**config.mk**
```make
export PLATFORM = sky130hd
export DESIGN_NAME = fetch_ctrl
export DESIGN_NICKNAME = d
export VERILOG_FILES = /design/src/rtl/riscv_pkg.sv /design/src/rtl/fetch_watchdog.sv /design/src/rtl/fetch_ctrl.sv
export SDC_FILE = /design/constraint.sdc
export NUM_CORES = 1
export LEC_CHECK = 0
export CAP_MARGIN = 20
export CORE_ASPECT_RATIO = 2
export CORE_MARGIN = 2
export CORE_UTILIZATION = 41
export DETAILED_ROUTE_END_ITERATION = 10
export PLACE_DENSITY = 0.69
export SLEW_MARGIN = 20
export SYNTH_ARGS = -nofsm -noshare
export SYNTH_HDL_FRONTEND = slang
export SYNTH_SLANG_ARGS = --single-unit
```
**constraint.sdc**
```tcl
create_clock -name clk -period 6.1 [get_ports clk]
set_input_delay 0.61 -clock clk [delete_from_list [all_inputs] [get_ports clk]]
set_output_delay 0.61 -clock clk [all_outputs]
set_load 0.02 [all_outputs]
```
**src/rtl/riscv_pkg.sv**
```systemverilog
// rtl/riscv_pkg.sv - shared fetch constants and state encoding
package riscv_pkg;

    localparam int          XLEN      = 32;
    localparam logic [31:0] NOP_INSTR = 32'h0000_0013;

    typedef enum logic [1:0] {
        ST_IDLE  = 2'd0,
        ST_FETCH = 2'd1,
        ST_SKID  = 2'd2,
        ST_KILL  = 2'd3
    } fetch_state_e;

endpackage

```
**src/rtl/fetch_watchdog.sv**
```systemverilog
// rtl/fetch_watchdog.sv - request wait counter with sticky expiry flag
module fetch_watchdog #(
    parameter int TIMEOUT = 255,
    parameter int TO_W    = 8
) (
    input  logic clk,
    input  logic rst_n,
    input  logic waiting,
    output logic expired
);

    localparam logic [TO_W-1:0] LIMIT = TO_W'(TIMEOUT);

    logic [TO_W-1:0] wdog;

    // Flag rises on the same edge the counter reaches LIMIT; counter saturates there.
    always_ff @(posedge clk or negedge rst_n) begin
        if (!rst_n) begin
            wdog    <= '0;
            expired <= 1'b0;
        end else begin
            if (!waiting) begin
                wdog <= '0;
            end else if (wdog != LIMIT) begin
                wdog <= wdog + TO_W'(1);
            end
            if (waiting && (wdog == LIMIT - TO_W'(1))) begin
                expired <= 1'b1;
            end
        end
    end

endmodule

```
**src/rtl/fetch_ctrl.sv**
```systemverilog
// rtl/fetch_ctrl.sv - instruction fetch sequencer with skid buffer and redirect flush
module fetch_ctrl
    import riscv_pkg::*;
#(
    parameter int          XLEN    = riscv_pkg::XLEN,
    parameter logic [31:0] NOP     = NOP_INSTR,
    parameter int          TIMEOUT = 255,
    parameter int          TO_W    = 8
) (
    input  logic            clk,
    input  logic            rst_n,
    input  logic [XLEN-1:0] pc_in,
    output logic            hold,
    output logic            pc_sel,
    output logic [XLEN-1:0] next_pc,
    output logic            imem_req,
    output logic [XLEN-1:0] imem_addr,
    input  logic            imem_ack,
    input  logic [31:0]     imem_rdata,
    input  logic            id_stall,
    input  logic            redirect_valid,
    input  logic [XLEN-1:0] redirect_pc,
    output logic            if_valid,
    output logic [31:0]     if_instr,
    output logic [XLEN-1:0] if_pc,
    output logic            fetch_err
);

    fetch_state_e    state;
    fetch_state_e    state_nxt;
    logic [XLEN-1:0] kill_addr;
    logic [31:0]     skid_instr;
    logic [XLEN-1:0] skid_pc;
    logic            buf_free;
    logic            consumed;
    logic            redir;

    assign buf_free = !if_valid || !id_stall;
    assign consumed = if_valid && !id_stall;
    // Nothing has been fetched yet in IDLE, so a redirect there has nothing to flush.
    assign redir    = redirect_valid && (state != ST_IDLE);

    always_ff @(posedge clk or negedge rst_n) begin
        if (!rst_n) begin
            state <= ST_IDLE;
        end else begin
            state <= state_nxt;
        end
    end

    always_comb begin
        state_nxt = state;
        imem_req  = 1'b0;
        imem_addr = pc_in;
        hold      = 1'b1;
        pc_sel    = 1'b0;
        next_pc   = '0;
        case (state)
            ST_IDLE: begin
                state_nxt = ST_FETCH;
            end
            ST_FETCH: begin
                imem_req = 1'b1;
                if (imem_ack) begin
                    hold = 1'b0;
                    if (!redir && !buf_free) begin
                        state_nxt = ST_SKID;
                    end
                end else if (redir) begin
                    state_nxt = ST_KILL;
                end
            end
            ST_SKID: begin
                if (buf_free || redir) begin
                    state_nxt = ST_FETCH;
                end
            end
            ST_KILL: begin
                // Keep the abandoned address on the bus until memory answers it.
                imem_req  = 1'b1;
                imem_addr = kill_addr;
                if (imem_ack && !redir) begin
                    state_nxt = ST_FETCH;
                end
            end
            default: begin
                state_nxt = ST_IDLE;
            end
        endcase
        if (redir) begin
            hold    = 1'b0;
            pc_sel  = 1'b1;
            next_pc = redirect_pc;
        end
    end

    always_ff @(posedge clk or negedge rst_n) begin
        if (!rst_n) begin
            if_valid   <= 1'b0;
            if_instr   <= NOP;
            if_pc      <= '0;
            skid_instr <= NOP;
            skid_pc    <= '0;
            kill_addr  <= '0;
        end else if (redir) begin
            if_valid <= 1'b0;
            if_instr <= NOP;
            if ((state == ST_FETCH) && !imem_ack) begin
                kill_addr <= pc_in;
            end
        end else begin
            case (state)
                ST_FETCH: begin
                    if (imem_ack && buf_free) begin
                        if_valid <= 1'b1;
                        if_instr <= imem_rdata;
                        if_pc    <= pc_in;
                    end else if (imem_ack) begin
                        skid_instr <= imem_rdata;
                        skid_pc    <= pc_in;
                    end else if (consumed) begin
                        if_valid <= 1'b0;
                        if_instr <= NOP;
                    end
                end
                ST_SKID: begin
                    if (buf_free) begin
                        if_valid <= 1'b1;
                        if_instr <= skid_instr;
                        if_pc    <= skid_pc;
                    end
                end
                default: begin
                    if (consumed) begin
                        if_valid <= 1'b0;
                        if_instr <= NOP;
                    end
                end
            endcase
        end
    end

    fetch_watchdog #(
        .TIMEOUT (TIMEOUT),
        .TO_W    (TO_W)
    ) u_watchdog (
        .clk     (clk),
        .rst_n   (rst_n),
        .waiting (imem_req && !imem_ack),
        .expired (fetch_err)
    );

endmodule
```
Yosys cells after proc, flatten, opt, wreduce, memory -nomap -nowiden
Cells that the tools add are included.
{"block": "word_totals", "register_bits": 172, "output_inout_bits": 133, "elab_cells": 80}
{"block": "op_classes", "add_sub_neg": 1, "eq_ne": 14, "n_mux": 30, "bitwise_logic": 2, "reduce_logical": 24}
{"op": "32-bit two-way mux", "count": 9}
{"op": "32-bit one-hot mux with 2 select lines", "count": 2}
{"op": "8-bit two-way mux", "count": 2}
{"op": "4-bit AND reduction", "count": 3}
{"op": "1-bit two-way mux", "count": 10}
{"op": "2-bit two-way mux", "count": 5}
{"op": "3-bit inequality test, second input constant", "count": 3}
{"op": "8-bit by 1-bit adder with 8-bit output, second input constant", "count": 1}
{"op": "8-bit equality test, second input constant", "count": 1}
{"op": "1-bit logical AND", "count": 8}
{"op": "2-bit inequality test, second input constant", "count": 4}
{"op": "8-bit inequality test, second input constant", "count": 1}
{"op": "2-bit one-hot mux with 4 select lines", "count": 1}
{"op": "1-bit zero test", "count": 5}
{"op": "2-bit equality test, second input constant", "count": 2}
{"op": "4-bit by 3-bit inequality test with 1-bit output, second input constant", "count": 1}
{"op": "2-bit AND reduction", "count": 2}
{"op": "2-bit nonzero test", "count": 2}
{"op": "2-bit by 1-bit equality test with 1-bit output, second input constant", "count": 1}
{"op": "2-bit zero test", "count": 1}
{"op": "1-bit logical OR", "count": 2}
{"op": "2-bit by 1-bit inequality test with 1-bit output, second input constant", "count": 1}
{"op": "1-bit inverter", "count": 2}
{"op": "1-bit one-hot mux with 2 select lines", "count": 1}
{"op": "2-bit OR reduction", "count": 1}

Longest topological paths before layout
Gate-level depths: netlist (run 1).
{"block": "logic_depth", "depth_word": 7, "mapped_depth": 8}

Cells and area by module
Synthesis (run 1) repeated with hierarchy kept, for this count alone.
{"block": "unflattened", "hier_cells": 632, "area_unflattened_um2": 7955.1}
{"module": "fetch_ctrl", "n_inst": 1, "cells_per_inst": 586, "area_per_inst_um2": 7490.9, "seq_area_each_um2": 4086.4}
{"module": "fetch_watchdog", "n_inst": 1, "cells_per_inst": 46, "area_per_inst_um2": 464.2, "seq_area_each_um2": 225.2}

Worst setup path before layout (run 1)
OpenSTA, ideal clock, no wires.
{"block": "synth_timing", "path_type": "flip-flop to output port", "start": "register state[0]", "end": "output port next_pc[24]", "arrival_time_ps": 1831, "t_required_ps": 5490, "slack_ps": 3659, "path_stages_with_launch": 8, "n_path_buf": 2, "path_cell_list": "dfrtp_1 -> inv_1 -> ha_1 -> nand2b_2 -> inv_1 -> buf_2 -> clkbuf_1 -> and2_1"}
{"block": "synth_via", "elab_chain_len": 3}
{"item": "start: declaration", "line_no": "fetch_ctrl.sv:29", "rtl": "fetch_state_e state;"}
{"item": "start signal: assignment", "line_no": "fetch_ctrl.sv:47", "rtl": "state <= state_nxt;"}
{"item": "2-bit nonzero test", "line_no": "fetch_ctrl.sv:41", "rtl": "assign redir = redirect_valid && (state != ST_IDLE);"}
{"item": "1-bit logical AND", "line_no": "fetch_ctrl.sv:41"}
{"item": "32-bit two-way mux", "line_no": "fetch_ctrl.sv:90", "rtl": "if (redir) begin"}
{"item": "end: declaration", "line_no": "fetch_ctrl.sv:15", "rtl": "output logic [XLEN-1:0] next_pc,"}
No other way between the ends.

Worst setup path in the final report (run 1)
{"block": "layout_timing", "start": "register state[0]", "end": "output port next_pc[1]"}
Same word-level chain as after synthesis.

==> results of run 1 <==
## power by group
group	switching (mW)	total [mW]	internal (mW)
combinational	1.20	2.37	1.16
sequential	0.262	1.90	1.63
clock	0.471	1.08	0.612
## cells in the mapped netlist, types with 2 or more instances
cell type  instances  area (um2)
a211oi_1           4       30.03
a21boi_0           3       22.52
a21oi_1           35       175.2
a22oi_1           29       217.7
a31oi_1            3       18.77
a41oi_1            3       26.28
and2_1            33       206.5
and3_1             5       31.28
buf_2             15       75.07
buf_4              5       37.54
buf_6              6       67.56
clkbuf_1          17       63.81
dfrtp_1          166        4154
dfstp_2            6       157.7
ha_1               6       75.07
inv_1             10       37.54
mux2_1             6       67.56
mux2_2           123        1385
mux2i_1           33       330.3
nand2_1            6       22.52
nand2b_1           2       12.51
nand3_1            5       25.02
nand3b_1           3       22.52
nand4_1            2       12.51
nor2_1            40       150.1
nor3_1             5       25.02
o211ai_1           2       15.01
o21a_1             3       22.52
o21ai_0            3       15.01
o2bb2ai_1         29       254.0
o31ai_1            2       15.01
xnor2_1            2       17.52
## logic make-up after synthesis
| group | Yosys count | synth area share |
|---|---|---|
| flops | 172 | 0.5451 |
| mux | 162 | 0.2254 |
| compound gates | 121 | 0.1093 |
| simple gates | 108 | 0.07229 |
| buf+inv | 54 | 0.03622 |
| fa+ha+maj | 6 | 0.009490 |
| xor+xnor | 2 | 0.002215 |
## through the flow
step                        util  instances
final                     0.5835       1109
after global routing      0.5835       1109
after CTS                 0.5834       1108
after detailed placement  0.5521       1076
after global placement    0.5521       1076
after floorplan                -        625
## flip-flops by register name, indices dropped and copies added, names as in the netlist
register	flops
if_instr	32
state	2
skid_instr	32
skid_pc	32
u_watchdog.expired	1
if_valid	1
if_pc	32
u_watchdog.wdog	8
kill_addr	32
## cell type report
cell class                      count  area, um2  share of cell area
Clock buffer                       18      429.2             0.03905
Antenna cell                        1      2.502           0.0002277
Sequential cell                   172       4312              0.3923
Inverter                           10      37.54            0.003416
Clock inverter                     14      160.2             0.01457
Timing Repair Buffer              240       2386              0.2171
Multi-Input combinational cell    399       3343              0.3042
Tap cell                          255      319.1             0.02903
## routing by layer
| metal | vias to the layer above | GRT usage |
|---|---|---|
| met3 | 34 | 0.03691 |
| li1 | 2696 | - |
| met2 | 168 | 0.3755 |
| met5 | - | 0 |
| met4 | 0 | 0.09048 |
| met1 | 2953 | 0.2498 |
## worst paths after layout
path	start	slack, ns	end
min in group clk	skid_pc[10]	0.48	skid_pc[10]
max in group asynchronous	rst_n	4.34	skid_instr[5]
setup / recovery	state[0]	2.48	next_pc[1]
hold / removal	rst_n	0.25	skid_pc[8]
setup reg to reg	state[0]	2.95	kill_addr[2]
hold reg to reg	skid_pc[10]	0.48	skid_pc[10]
==> impl_metrics.csv, run 1 <==
group,metric,value,unit
setup_path,path_max_fanout,41,
floorplan,ioPinCount,234,
route,dr_wl_met3,874,um
grt,antenna_found_initial,1,
route,wl_met1,8188,um
clocking,cts_resized,0,
timing,layout_setup_ws,2.480,ns
logic_synthesis,synth-async-reset-ratio,1.000,
setup_path,cp-end-kind,"output port",
setup_path,required,5.49,ns
timing,layout_worst_path_cycle_share,0.5935,
setup_path,cp-start-kind,"flip-flop",
grt,grt_pass1_vias,6071,
setup_path,crit_path_top_delay_cell,"inv_1",
route,vias,5851,
logic_synthesis,syn_inst,625,
pwr,p_leak,4.487,nW
cells_and_area,finalInstanceArea,0.01099,mm2
setup_path,crit_buf_inv,3,
route,first_pass_iters,5,
timing,slew_headroom,0.2864,
setup_path,rr_worst_depth,6,
floorplan,initial_utilization,0.4200,
logic_synthesis,yosysSeqAreaShare,0.5451,
floorplan,die_area,0.02049,mm2
logic_synthesis,synth_nets,732,
clocking,clockBufferDepth,2,
clocking,cts.sinks,172,
logic_synthesis,syn_area_per_cell,12.66,um2
timing,skew,0.007995,ns
clocking,cts.clk_slew.worst_paths,0.07,ns
route,drc,0,
pwr,powerDensity,486.3,mW/mm2
timing,finalSetupTns,0,ns
pwr,fin_total_pwr,5.344,mW
placement,port_buffers,233,
timing,hold_violations,0,
timing,setup_viol,0,
timing,fin_crit,3.620,ns
route,postRouteAntennaNets,0,
logic_synthesis,synth-edff-count,0,
floorplan,fp.dieW,102.2,um
logic_synthesis,yosysWarnings,0,
placement,dp_hpwl,15220,um
clocking,cts_tree,"built",
timing,worstMarginPinSlew,1.070,ns
placement,post-place-ws,2.606,ns
timing,rsz0062_at_grt,"no",
status,run_status,"completed",
setup_path,cp_slowest_stage_delay,0.78,ns
clocking,cts_buffers,17,
logic_synthesis,netlist-cell-type-count,45,
route,via_per_inst,5.276,
cells_and_area,nFillCells,1579,
placement,place_congestion,0.9110,
min_path,hp-class,"in -> async",
setup_path,crit_chain,"inv_1 > ha_1 > nand2b_2 > inv_1 > and2_1 > clkdlybuf4s50_1",
route,highest_layer,"met4",
cells_and_area,final_common_cell,"clkdlybuf4s50_1",
cells_and_area,area_growth,38.93,%
setup_path,critPathArrivalTime,3.01,ns
logic_synthesis,syn_area,0.007910,mm2
timing,hold_ws,0.2547,ns
grt,groute.usage.overall,0.2134,
cells_and_area,drive_gt1_frac,0.2110,
grt,overflow,0,
route,wl_per_cell,19.37,um
logic_synthesis,ys_seq_elements,172,
clocking,h-tree-depth,4,
route,drtIter0Drc,156,
cells_and_area,nets,947,
grt,grt_first_pass_wirelength,33510,um
logic_synthesis,synth_ff_type,"dfrtp_1",
route,drt-total-wl,21480,um
route,wl_met2,11800,um
setup_path,crit_type,"reg -> out",
clocking,cts_hold_buf,0,
clocking,clock_latency,0.42,ns
job,maxCapViolCount,0,
grt,grt_max_degree,103,
setup_path,path_common_cell,"inv_1",
setup_path,path_depth,6,
cells_and_area,final_cell_mix,"clkdlybuf4s50_1, dfrtp_1, mux2_2",
placement,dpl_cell_area,0.01040,mm2
timing,max_freq,276.2,MHz
setup_path,crit_family,"buffers and inverters",
floorplan,die_h,200.4,um
pwr,ir_drop,0.2691,mV
timing,drv_slew,0,
floorplan,num_rows,71,
floorplan,core,0.01883,mm2
clocking,postCtsSetupBuffers,0,
clocking,cts_root_buffer,"clkbuf_16",
No activity file was read; power rests on OpenSTA's default activity.
==> inputs of run 2 (changes only) <==
--- a/config.mk
+++ b/config.mk
@@ -10,7 +10,7 @@
 export CORE_MARGIN = 2
 export CORE_UTILIZATION = 41
 export DETAILED_ROUTE_END_ITERATION = 10
-export PLACE_DENSITY = 0.69
+export PLACE_DENSITY = 0.72
 export SLEW_MARGIN = 20
 export SYNTH_ARGS = -nofsm -noshare
 export SYNTH_HDL_FRONTEND = slang
==> constraint.sdc (replaced) <==
create_clock -name clk -period 3.15 [get_ports clk]
set_input_delay 0.315 -clock clk [delete_from_list [all_inputs] [get_ports clk]]
set_output_delay 0.315 -clock clk [all_outputs]
set_load 0.02 [all_outputs]
==> impl_metrics.csv, run 2 (same netlist as run 1, synthesis figures left out) <==
group,metric,value,unit
pwr,comb_power_share,0.442,
floorplan,die_h,200.4,um
cells_and_area,drive_gt1_frac,0.2154,
setup_path,cp-end-kind,"output port",
pwr,sw_frac_of_total,0.3499,
setup_path,path_max_fanout,41,
placement,place_congestion,0.8538,
cells_and_area,final_cell_mix,"clkdlybuf4s50_1, dfrtp_1, mux2_2",
placement,dpl_cell_area,0.01049,mm2
pwr,powerDensity,936.5,mW/mm2
grt,use_met3,0.04283,
route,drc,0,
min_path,hp-class,"in -> async",
clocking,cts.sinks,172,
grt,grt_pass1_vias,5784,
timing,slew_headroom,0.5602,
route,postRouteAntennaNets,0,
placement,port_buffers,233,
cells_and_area,stdcell_count,1114,
placement,dp_hpwl,14320,um
route,drt-total-wl,20460,um
setup_path,required,2.83,ns
cells_and_area,multi_input_area,0.003343,mm2
setup_path,cp-start-kind,"flip-flop",
cells_and_area,final_common_cell,"clkdlybuf4s50_1",
setup_path,crit_chain,"inv_1 > ha_1 > nand2b_2 > inv_1 > buf_4 > and2_1 > clkdlybuf4s50_1",
pwr,internal_power,6.765,mW
setup_path,path_common_cell,"inv_1",
clocking,cts_buffers,17,
status,run_status,"completed",
clocking,cts.clk_slew.worst_paths,0.07,ns
clocking,cts_resized,0,
timing,rsz0062_at_grt,"no",
setup_path,cp_slowest_stage_delay,0.60,ns
route,vias,5654,
grt,antenna_found_initial,0,
timing,layout_worst_path_cycle_share,0.9072,
timing,drv_slew,0,
pwr,power_frac_clock,0.207,
cells_and_area,nFillCells,1619,
route,first_pass_iters,4,
route,via_per_inst,5.075,
setup_path,crit_family,"buffers and inverters",
grt,grt_first_pass_wirelength,31910,um
floorplan,ioPinCount,234,
timing,fin_crit,2.858,ns
grt,grt-busiest-layer,"met2",
clocking,postCtsSetupBuffers,0,
pwr,ir_drop,0.4884,mV
floorplan,num_rows,71,
cells_and_area,nets,954,
timing,worstMarginPinSlew,0.6597,ns
cells_and_area,diodes,0,
timing,finalSetupTns,0,ns
grt,met2_usage,0.3539,
pwr,switching_power,3.642,mW
grt,grt_max_degree,66,
clocking,h-tree-depth,4,
setup_path,crit_buf_inv,4,
floorplan,fp.dieW,102.2,um
grt,groute.usage.overall,0.2019,
cells_and_area,register_area,0.004312,mm2
clocking,cts_tree,"built",
floorplan,die_area,0.02049,mm2
grt,overflow,0,
setup_path,crit_path_top_delay_cell,"clkdlybuf4s50_1",
timing,skew,0.009751,ns
cells_and_area,finalInstanceArea,0.01111,mm2
placement,dp_cells,1082,
setup_path,critPathArrivalTime,2.54,ns
cells_and_area,area_growth,40.49,%
timing,setup_viol,0,
floorplan,initial_utilization,0.4200,
timing,hold_ws,0.4639,ns
clocking,clockBufferDepth,2,
floorplan,core,0.01883,mm2
pwr,p_leak,4.549,nW
route,wl_per_cell,18.36,um
route,drtIter0Drc,142,
setup_path,crit_type,"reg -> out",
clocking,cts_root_buffer,"clkbuf_16",
timing,hold_violations,0,
grt,use_met1,0.2457,
clocking,clock_latency,0.42,ns
timing,max_freq,349.9,MHz
job,maxCapViolCount,0,
pwr,seq_power_share,0.351,
## run 2: cell types whose count changed in the layout (fill, tap and decap cells not counted), sizes merged
| cell | delta |
|---|---|
| bufinv | +1 |
| diode | -1 |
| clkbuf | +3 |
| clkinv | -1 |
| buf | +6 |
| dlygate4sd3 | +1 |
| inv | -4 |
## run 2: path summary, 6_finish.rpt
| check | startpoint | to | slack, ns | cells past startpoint |
|---|---|---|---|---|
| setup / recovery | state[1] | next_pc[28] | 0.29 | 7 |
| max in group asynchronous | rst_n | skid_instr[0] | 1.87 | 3 |
| min in group clk | kill_addr[4] | kill_addr[4] | 0.49 | 1 |
| hold reg to reg | kill_addr[4] | kill_addr[4] | 0.49 | 1 |
| setup reg to reg | state[0] | skid_pc[23] | 0.78 | 8 |
| hold / removal | rst_n | kill_addr[11] | 0.46 | 2 |
## run 2: timing repair
| action | in CTS | in global routing |
|---|---|---|
| hold buffers | 1 | 0 |
| endpoints found under the hold margin | 63 | 0 |
| endpoints found under the setup margin | 0 | 0 |
## run 2: cell type report
type | instances | share of cell area
clock buffer | 21 | 0.04233
multi-input combinational | 399 | 0.3008
sequential | 172 | 0.3880
clock inverter | 10 | 0.01261
inverter | 10 | 0.003378
timing repair buffer | 247 | 0.2242
tap | 255 | 0.02871
## run 2: metal layers
metal  vias up  part of all wire
met5         -                 0
met4         0             0.015
met1      2807              0.41
li1       2703                 -
met2       130              0.54
met3        14             0.040
## run 2: stage by stage
| stage | setup slack (ns) | total power [mW] | util |
|---|---|---|---|
| floorplan | 1.004 | 6.373 | - |
| global placement | 0.7392 | 8.251 | 0.5571 |
| detailed placement | 0.7224 | 8.355 | 0.5571 |
| CTS | 0.2666 | 10.55 | 0.5901 |
| global route | 0.1465 | 11.03 | 0.5901 |
| finish | 0.2923 | 10.41 | 0.5901 |
## run 2: power groups by stage
stage	sequential, mW	combinational [mW]	clock (mW)
2_1_floorplan	3.97	2.40	0
3_3_place_gp	3.65	4.60	0
3_5_place_dp	3.69	4.67	0
4_1_cts	3.65	4.68	2.21
5_1_grt	3.76	4.96	2.30
6_report	3.65	4.60	2.16
==> inputs of run 3 (changes only) <==
--- a/config.mk
+++ b/config.mk
@@ -9,8 +9,9 @@
 export CORE_ASPECT_RATIO = 2
 export CORE_MARGIN = 2
 export CORE_UTILIZATION = 41
+export CTS_BUF_LIST = sky130_fd_sc_hd__clkbuf_4 sky130_fd_sc_hd__clkbuf_8
 export DETAILED_ROUTE_END_ITERATION = 10
-export PLACE_DENSITY = 0.72
+export PLACE_DENSITY = 0.69
 export SLEW_MARGIN = 20
 export SYNTH_ARGS = -nofsm -noshare
 export SYNTH_HDL_FRONTEND = slang
==> constraint.sdc (replaced) <==
create_clock -name clk -period 3.7 [get_ports clk]
set_input_delay 0.37 -clock clk [delete_from_list [all_inputs] [get_ports clk]]
set_output_delay 0.37 -clock clk [all_outputs]
set_load 0.02 [all_outputs]
==> impl_metrics.csv, run 3 (same netlist as run 1, synthesis figures left out) <==
group,metric,value,unit
grt,grt_max_degree,97,
placement,dp_hpwl,15490,um
clocking,clockBufferDepth,2,
timing,hold_ws,-0.01637,ns
cells_and_area,nets,950,
setup_path,reg2reg_slack,0.77,ns
route,first_pass_iters,4,
grt,groute.usage.overall,0.2155,
pwr,ir_drop,0.4078,mV
route,vias,5770,
setup_path,critPathArrivalTime,3.05,ns
setup_path,path_max_fanout,41,
status,run_status,"complete, but fails checks",
pwr,seq_power_share,0.374,
clocking,cts.clk_slew.worst_paths,0.09,ns
floorplan,die_h,200.4,um
route,drc,0,
route,wl_per_cell,19.36,um
timing,layout_setup_ws,0.2844,ns
min_path,hp-class,"in -> async",
floorplan,num_rows,71,
setup_path,cp-end-kind,"output port",
setup_path,cp-start-kind,"flip-flop",
cells_and_area,final_cell_mix,"clkdlybuf4s50_1, dfrtp_1, mux2_2",
setup_path,crit_path_top_delay_cell,"inv_1",
timing,setup_viol,0,
timing,slew_headroom,0.3089,
pwr,comb_power_share,0.467,
floorplan,initial_utilization,0.4200,
timing,hold_violations,4,
pwr,p_leak,4.423,nW
clocking,cts_tree,"built",
cells_and_area,diodes,0,
grt,overflow,0,
grt,grt_pass1_vias,6167,
clocking,h-tree-depth,4,
route,drt-total-wl,21490,um
route,drtIter0Drc,159,
timing,layout_worst_path_cycle_share,0.9231,
cells_and_area,final_common_cell,"clkdlybuf4s50_1",
grt,use_met1,0.2489,
timing,max_freq,292.8,MHz
grt,met2_usage,0.3922,
timing,drv_slew,0,
timing,skew,0.007214,ns
cells_and_area,area_growth,36.95,%
setup_path,r2r_start,"state[1]",
clocking,cts_resized,0,
job,maxCapViolCount,0,
grt,grt_first_pass_wirelength,33980,um
setup_path,crit_family,"buffers and inverters",
clocking,postCtsSetupBuffers,0,
setup_path,r2r_end,"kill_addr[7]",
cells_and_area,stdcell_count,1110,
placement,post-place-ws,0.7291,ns
clocking,cts_buffers,17,
setup_path,startpoint,"state[1]",
setup_path,rr_worst_depth,7,
pwr,internal_power,5.257,mW
clocking,cts.sinks,172,
setup_path,crit_buf_inv,3,
timing,fin_crit,3.416,ns
setup_path,cp_slowest_stage_delay,0.77,ns
floorplan,ioPinCount,234,
floorplan,fp.dieW,102.2,um
setup_path,crit_type,"reg -> out",
pwr,power_frac_clock,0.159,
pwr,powerDensity,771.9,mW/mm2
grt,use_met3,0.04143,
placement,port_buffers,233,
timing,finalSetupTns,0,ns
timing,rsz0062_at_grt,"no",
floorplan,die_area,0.02049,mm2
timing,worstMarginPinSlew,1.036,ns
route,via_per_inst,5.198,
grt,grt-busiest-layer,"met2",
placement,dp_cells,1079,
cells_and_area,drive_gt1_frac,0.2140,
clocking,cts_hold_buf,0,
clocking,cts_root_buffer,"clkbuf_8",
setup_path,crit_chain,"inv_1 > ha_1 > nand2b_2 > inv_1 > and2_1 > clkdlybuf4s50_1",
setup_path,required,3.33,ns
grt,antenna_found_initial,0,
floorplan,core,0.01883,mm2
clocking,clock_latency,0.46,ns
pwr,switching_power,3.105,mW
setup_path,path_common_cell,"inv_1",
route,postRouteAntennaNets,0,
status,violations,"negative hold slack",
pwr,sw_frac_of_total,0.3713,
placement,place_congestion,0.9222,
cells_and_area,finalInstanceArea,0.01083,mm2
placement,dpl_cell_area,0.01043,mm2
==> run 3: per-layer routing <==
layer	vias to the layer above	share of wire
met1	2917	0.39
met4	0	0.016
met2	141	0.56
met3	23	0.036
li1	2689	-
met5	-	0
==> run 3: cell type report <==
cell class | instances | area (um2)
repair buffers | 243 | 2421
inverters | 10 | 37.54
clock buffers | 19 | 261.5
clock inverters | 12 | 138.9
flip-flops and latches | 172 | 4312
fillers | 1630 | 8000
multi-input cells | 399 | 3343
well taps | 255 | 319.1
==> run 3: worst register-to-register path: stages (launching register included) <==
cell and delay, ns:
dfrtp_1 0.44, inv_1 0.09, ha_1 0.18, nand2b_2 0.23, inv_1 0.77, and3_2 0.30, buf_4 0.40, mux2_2 0.42
==> run 3: stage by stage <==
stage	total power [mW]	util
after floorplan	5.426	-
after global placement	6.964	0.5539
after detailed placement	7.114	0.5539
after CTS	8.473	0.5752
after global routing	8.864	0.5752
final	8.362	0.5752
==> run 3: worst max-delay path by stage <==
stage / to / depth (start not counted)
final: next_pc[6] / 6
after global routing: next_pc[6] / 6
after CTS: next_pc[15] / 6
after detailed placement: kill_addr[7] / 6
after global placement: next_pc[10] / 5
after floorplan: next_pc[24] / 7
==> run 3: power groups by stage <==
stage          sequential (mW)  clock, mW  combinational (mW)
6_report                  3.13       1.33                3.91
5_1_grt                   3.22       1.45                4.19
4_1_cts                   3.13       1.38                3.97
3_5_place_dp              3.16          0                3.95
3_3_place_gp              3.11          0                3.86
2_1_floorplan             3.38          0                2.04
